File: src/rtl/regfile_wb_scheduler.sv
// Register-file write-port scheduler: arbitrates the single regfile write port between
// in-order ALU/link results (queued in a FIFO) and out-of-order load returns (always win),
// and keeps a per-register scoreboard that gates issue against RAW/WAW hazards.
module regfile_wb_scheduler #(
  parameter int unsigned DATA_W    = 32,
  parameter int unsigned WB_DEPTH  = 4,
  parameter int unsigned MAX_LOADS = 2
) (
  input  logic              clock,
  input  logic              reset_n,
  input  logic              iss_valid,
  output logic              iss_ready,
  input  logic [4:0]        iss_rs,
  input  logic [4:0]        iss_rt,
  input  logic [4:0]        iss_dst,
  input  logic [1:0]        iss_src,
  input  logic [DATA_W-1:0] iss_data,
  input  logic              ld_valid,
  input  logic [4:0]        ld_tag,
  input  logic [DATA_W-1:0] ld_data,
  output logic              wr_en,
  output logic [4:0]        wr_addr,
  output logic [DATA_W-1:0] wr_data,
  output logic [31:0]       pending,
  output logic              ld_err
);

  localparam int unsigned PtrW = (WB_DEPTH > 1) ? $clog2(WB_DEPTH) : 1;
  localparam int unsigned CntW = $clog2(WB_DEPTH + 1);
  localparam int unsigned LdW  = $clog2(MAX_LOADS + 1);
  localparam logic [CntW-1:0] FifoFull = CntW'(WB_DEPTH);
  localparam logic [LdW-1:0]  LdMax    = LdW'(MAX_LOADS);
  localparam logic [PtrW-1:0] PtrLast  = PtrW'(WB_DEPTH - 1);

  logic [4:0]        fifo_dst_q  [WB_DEPTH];
  logic [DATA_W-1:0] fifo_data_q [WB_DEPTH];
  logic [PtrW-1:0]   head_q, tail_q;
  logic [CntW-1:0]   fifo_cnt_q;
  logic [LdW-1:0]    ld_cnt_q;
  // Outstanding loads whose destination was r0; only these may legally return with tag 0.
  logic [LdW-1:0]    zld_cnt_q;
  logic [31:0]       pending_q, pending_d;
  logic [31:0]       ld_pend_q, ld_pend_d;
  logic              wr_en_q;
  logic [4:0]        wr_addr_q;
  logic [DATA_W-1:0] wr_data_q;
  logic              ld_err_q;

  logic hazard, is_alu, is_load, fifo_full, fifo_empty, accept;
  logic ld_hit, ld_zero, ld_bad, pop, push, sb_set, ld_inc, ld_dec, zld_inc;

  // Issue gating and write-port arbitration decisions.
  always_comb begin
    is_alu     = (iss_src == 2'd1) || (iss_src == 2'd3);
    is_load    = (iss_src == 2'd2);
    fifo_full  = (fifo_cnt_q == FifoFull);
    fifo_empty = (fifo_cnt_q == '0);
    hazard     = pending_q[iss_rs] | pending_q[iss_rt] |
                 ((iss_src != 2'd0) && pending_q[iss_dst]);
    iss_ready  = !hazard && !(is_load && (ld_cnt_q == LdMax)) && !(is_alu && fifo_full);
    accept     = iss_valid && iss_ready;
    ld_hit     = ld_valid && ld_pend_q[ld_tag];
    ld_zero    = ld_valid && !ld_hit && (ld_tag == 5'd0) && (zld_cnt_q != '0);
    ld_bad     = ld_valid && !ld_hit && !ld_zero;
    // Any load return owns the port this cycle, even an erroneous one.
    pop        = !ld_valid && !fifo_empty;
    push       = accept && is_alu && (iss_dst != 5'd0);
    sb_set     = accept && (iss_src != 2'd0) && (iss_dst != 5'd0);
    ld_inc     = accept && is_load;
    zld_inc    = accept && is_load && (iss_dst == 5'd0);
    ld_dec     = ld_hit || ld_zero;
  end

  // Scoreboard next state: clears from this cycle's write, then sets from this cycle's issue.
  always_comb begin
    pending_d = pending_q;
    ld_pend_d = ld_pend_q;
    if (ld_hit) begin
      pending_d[ld_tag] = 1'b0;
      ld_pend_d[ld_tag] = 1'b0;
    end
    if (pop) begin
      pending_d[fifo_dst_q[head_q]] = 1'b0;
    end
    if (sb_set) begin
      pending_d[iss_dst] = 1'b1;
      if (is_load) begin
        ld_pend_d[iss_dst] = 1'b1;
      end
    end
    pending_d[0] = 1'b0;
    ld_pend_d[0] = 1'b0;
  end

  // Control state, counters and registered write port.
  always_ff @(posedge clock or negedge reset_n) begin
    if (!reset_n) begin
      head_q     <= '0;
      tail_q     <= '0;
      fifo_cnt_q <= '0;
      ld_cnt_q   <= '0;
      zld_cnt_q  <= '0;
      pending_q  <= '0;
      ld_pend_q  <= '0;
      wr_en_q    <= 1'b0;
      wr_addr_q  <= '0;
      wr_data_q  <= '0;
      ld_err_q   <= 1'b0;
    end else begin
      pending_q <= pending_d;
      ld_pend_q <= ld_pend_d;
      if (push) begin
        tail_q <= (tail_q == PtrLast) ? '0 : tail_q + 1'b1;
      end
      if (pop) begin
        head_q <= (head_q == PtrLast) ? '0 : head_q + 1'b1;
      end
      if (push && !pop) begin
        fifo_cnt_q <= fifo_cnt_q + 1'b1;
      end else if (pop && !push) begin
        fifo_cnt_q <= fifo_cnt_q - 1'b1;
      end
      if (ld_inc && !ld_dec) begin
        ld_cnt_q <= ld_cnt_q + 1'b1;
      end else if (ld_dec && !ld_inc) begin
        ld_cnt_q <= ld_cnt_q - 1'b1;
      end
      if (zld_inc && !ld_zero) begin
        zld_cnt_q <= zld_cnt_q + 1'b1;
      end else if (ld_zero && !zld_inc) begin
        zld_cnt_q <= zld_cnt_q - 1'b1;
      end
      if (ld_bad) begin
        ld_err_q <= 1'b1;
      end
      if (ld_hit) begin
        wr_en_q   <= 1'b1;
        wr_addr_q <= ld_tag;
        wr_data_q <= ld_data;
      end else if (pop) begin
        wr_en_q   <= 1'b1;
        wr_addr_q <= fifo_dst_q[head_q];
        wr_data_q <= fifo_data_q[head_q];
      end else begin
        wr_en_q   <= 1'b0;
      end
    end
  end

  // FIFO payload storage; validity is tracked by the pointers, so no reset needed.
  always_ff @(posedge clock) begin
    if (push) begin
      fifo_dst_q[tail_q]  <= iss_dst;
      fifo_data_q[tail_q] <= iss_data;
    end
  end

  assign wr_en   = wr_en_q;
  assign wr_addr = wr_addr_q;
  assign wr_data = wr_data_q;
  assign pending = pending_q;
  assign ld_err  = ld_err_q;

endmodule

File: config.mk
export PLATFORM = sky130hd
export DESIGN_NAME = regfile_wb_scheduler
export DESIGN_NICKNAME = d
export VERILOG_FILES = /design/src/rtl/regfile_wb_scheduler.sv
export SDC_FILE = /design/constraint.sdc
export NUM_CORES = 1
export LEC_CHECK = 0
export CORE_ASPECT_RATIO = 0.7
export CORE_MARGIN = 2
export CORE_UTILIZATION = 30
export CTS_CLUSTER_SIZE = 8
export DETAILED_ROUTE_END_ITERATION = 16
export PLACE_DENSITY = 0.47
export RECOVER_POWER = 50
export SYNTH_ARGS = -nofsm -noshare
export SYNTH_HDL_FRONTEND = slang
export SYNTH_SLANG_ARGS = --single-unit
File: constraint.sdc
create_clock -name clock -period 3.5 [get_ports clock]
set_clock_uncertainty 0.05 [all_clocks]
set_input_delay 0.35 -clock clock [delete_from_list [all_inputs] [get_ports clock]]
set_output_delay 0.35 -clock clock [all_outputs]
set_load 0.03 [all_outputs]
==> qor.json <==
{
  "io_pins": 162,
  "grt_setup_unrepaired": "no",
  "share_comb_of_total_power_pct": 34.8,
  "total_leakage_power_nw": 5.83,
  "dr_total_vias": 8373,
  "tritoncts": "done",
  "place_congestion": 0.858,
  "place.detailed.instances": 1576,
  "multi_input_comb_area_um2": 4240,
  "drc": 0,
  "ff2ff_setup_slack_ps": 310,
  "routed_wire_length_mm": 36.6,
  "grt_pass1_vias": 8434,
  "antenna-diode-count": 0,
  "required_ps": 3100,
  "clock-sinks": 260,
  "first_iteration_detailed_routing_drc_count": 755,
  "nFillCells": 3648,
  "switching_share_pct": 36.2,
  "grt_antenna_before_repair": 1,
  "vdd_ir_drop_max_mv": 0.282,
  "r2r_end": "fifo_cnt_q[2]$_DFFE_PN0P_",
  "power_report.internal_total_w": 0.00775,
  "number_of_nets_at_the_end_of_the_flow": 1189,
  "timing.reg2reg.worst_path_depth": 11,
  "floorplan.die_area_um2": 41100,
  "start_util_pct": 30.6,
  "flow.area_growth_from_synthesis_pct": 31.7,
  "p_clk_share_pct": 27.8,
  "timing.critical_path.from_type": "flip-flop",
  "max_stage_delay_ps": 520,
  "fp.dieH_um": 170,
  "post_synth_inst_count": 872,
  "postSynthNetCount": 971,
  "synthesis.yosys.warnings": 0,
  "synthArstFlopShare_pct": 43.1,
  "outcome": "finished clean",
  "synth_edf_count": 148,
  "rows": 60,
  "routed_wire_length_per_instance_um": 22.3,
  "ctsHtreeMaxLevel": 2,
  "pwr_density_cell_nw_per_um2": 779,
  "cp-endpoint": "iss_ready",
  "ant_nets": 0,
  "area.sequential_um2": 7250,
  "post_synth_num_cell_types": 66,
  "gr-total-overflow": 0,
  "via_per_inst": 5.10,
  "hold_violations": 0,
  "share_of_the_cycle_needed_by_the_critical_path_after_routing_pct": 92.9,
  "final.hold.worst_slack_ps": 366,
  "number_of_max_capacitance_violations_reported": 0,
  "worst_pin_slew_ps": 1390,
  "grt_first_pass_wirelength_mm": 55.1,
  "critical_path_arrival_ps": 2850,
  "gr-usage-all-layers_pct": 18.1,
  "crit_chain": "mux4_2, nand2b_1, nand3_1, nand4_1, o21ai_1, nor4b_2, buf_4, buf_12",
  "hold_path_class": "in -> reg",
  "drive_gt1_share_pct": 17.3,
  "final_cell_count_no_fill": 1641,
  "die_x_um": 241,
  "worst_slew_margin_rel_pct": 7.45,
  "post-route-min-period_ps": 3250,
  "setup.worst_path.end_class": "output pin",
  "yosys_register_bits": 260,
  "worstPathMaxFanout": 5,
  "maxClockFrequency_mhz": 308,
  "cts.repair_timing.setup_buffer_count": 0,
  "drt_pre_antenna_iters": 5,
  "clk_root_buffer_cell": "clkbuf_16",
  "synth-seq-area-share_pct": 61.2,
  "buffers_added_on_ports": 160,
  "worst-setup-path-type": "reg -> out",
  "synthesis.area_um2": 11800,
  "cts_max_path_buffers": 3,
  "regToRegStartpoint": "pending[11]$_DFF_PN0_",
  "postSynth.topFlopCell": "edfxtp_1",
  "cts_inserted_buffers": 38,
  "detailedPlacementHpwl_mm": 25.5,
  "slew_violations": 0,
  "worstSetupStartpoint": "pending[5]$_DFF_PN0_",
  "total_switching_power_w": 0.00440,
  "synth_area_per_cell_um2": 13.6,
  "critPathSlowestCell": "dfrtp_1",
  "grt_max_degree": 50,
  "worstSkewPairLatency_ps": 520,
  "coreArea_um2": 38700,
  "path_clk_slew_ps": 50,
  "final_setup_violation_count": 0,
  "sequential_group_share_of_total_power_pct": 37.4
}
-- placed cells by master, fill, tap and decap left out, types with 5 or more instances in the layout --
cell / n
a21oi_1: 5
a22oi_1: 26
a31oi_1: 15
buf_12: 13
buf_4: 52
clkbuf_1: 27
clkbuf_16: 39
clkdlybuf4s50_1: 89
dfrtp_1: 110
dlygate4sd3_1: 70
edfxtp_1: 148
ha_1: 8
inv_1: 21
mux2i_1: 34
mux4_2: 51
nand2_1: 101
nand2b_1: 9
nand3_1: 16
nand3b_1: 7
nor2_1: 37
nor2b_1: 18
nor3_1: 20
o21ai_0: 46
o21ai_1: 14
o221ai_1: 6
o22ai_1: 33
o31ai_1: 16
xor2_1: 6
-- Yosys cell counts (9+ instances only) --
cell type  number  area [um2]
edfxtp_1      148        4440
dfrtp_1       112        2800
nand2_1       101         379
mux4_2         51        1150
o21ai_0        47         235
nor2_1         37         139
mux2i_1        34         340
o22ai_1        33         206
a22oi_1        26         195
clkbuf_1       22        82.6
inv_1          21        78.8
nor3_1         20         100
buf_2          18        90.1
nor2b_1        18         113
nand3_1        16        80.1
o31ai_1        16         120
a31oi_1        15        93.8
o21ai_1        13        65.1
nand2b_1        9        56.3
-- layer usage --
layer | vias to the layer above | part of all wire (%) | track usage [%]
met1 | 4209 | 49 | 27.9
met4 | 0 | 1.8 | 4.27
li1 | 3790 | - | -
met5 | - | 0 | 0
met2 | 325 | 41 | 24.7
met3 | 49 | 8.3 | 5.22
-- worst min path at each step --
stage | start | end | slack (ps) | cells after the start
2_1_floorplan | reset_n | fifo_cnt_q[0]$_DFFE_PN0P_ | 4 | 0
3_3_place_gp | reset_n | wr_en$_DFF_PN0_ | 390 | 1
3_5_place_dp | reset_n | wr_data[30]$_DFFE_PN0P_ | 390 | 1
4_1_cts | ld_data[6] | wr_data[6]$_DFFE_PN0P_ | 340 | 3
5_1_grt | ld_data[29] | wr_data[29]$_DFFE_PN0P_ | 360 | 3
6_report | ld_data[29] | wr_data[29]$_DFFE_PN0P_ | 370 | 3
-- worst max-delay path: cells and delay by family (launching register included) --
family,cells,cell delay [ps]
AOI/OAI and AO/OA,1,230
DFF,1,520
and+or+nand+nor,4,770
buffers and inverters,2,300
muxes,1,500
-- power groups by stage --
stage                     sequential, W  clock, W  combinational [W]
after floorplan                 0.00505         0            0.00184
after detailed placement        0.00459         0            0.00432
final                           0.00455   0.00338            0.00422
after CTS                       0.00455   0.00350            0.00435
after global routing            0.00462   0.00364            0.00455
after global placement          0.00461         0            0.00431
-- state kept, by name (all words and copies together) (netlist names) --
| name | cells |
|---|---|
| head_q | 2 |
| wr_data | 32 |
| wr_en | 1 |
| fifo_cnt_q | 3 |
| ld_pend_q | 31 |
| fifo_dst_q | 20 |
| fifo_data_q | 128 |
| tail_q | 2 |
| wr_addr | 5 |
| ld_cnt_q | 2 |
| pending | 31 |
| ld_err | 1 |
| zld_cnt_q | 2 |
-- area by class of cell --
| cell class | instances | area share, % |
|---|---|---|
| clock buffer | 61 | 6.79 |
| sequential | 260 | 46.5 |
| tap | 527 | 4.23 |
| multi-input combinational | 538 | 27.2 |
| timing repair buffer | 231 | 14.6 |
| inverter | 21 | 0.505 |
| clock inverter | 3 | 0.241 |
-- metrics by stage --
| step | power [W] | util (%) | TNS, ps | setup slack [ps] | area (um2) |
|---|---|---|---|---|---|
| after floorplan | 0.00688 | - | 0 | 203 | 11800 |
| after global placement | 0.00892 | 37.6 | -243 | -137 | 14500 |
| after detailed placement | 0.00891 | 37.6 | -387 | -165 | 14500 |
| after CTS | 0.0124 | 40.4 | 0 | 108 | 15600 |
| after global routing | 0.0128 | 40.3 | 0 | 43.1 | 15600 |
| final | 0.0121 | 40.3 | 0 | 248 | 15600 |
-- logic make-up after synthesis --
kind of cell    count (synthesis)  synth area share (%)
flops                         260                  61.2
simple gates                  248                  10.9
mux                            90                  13.0
xor+xnor                        9                 0.666
other cells                     1                0.0317
compound gates                181                  10.1
buf+inv                        74                  3.11
fa+ha+maj                       9                  1.01
-- timing repair --
| item | in CTS | in global routing |
|---|---|---|
| setup endpoints to repair | 1 | 0 |
| hold endpoints to repair | 46 | 0 |
| resized for setup | 1 | 0 |
| hold buffers | 1 | 0 |
Power figures use the tool's default switching activity.
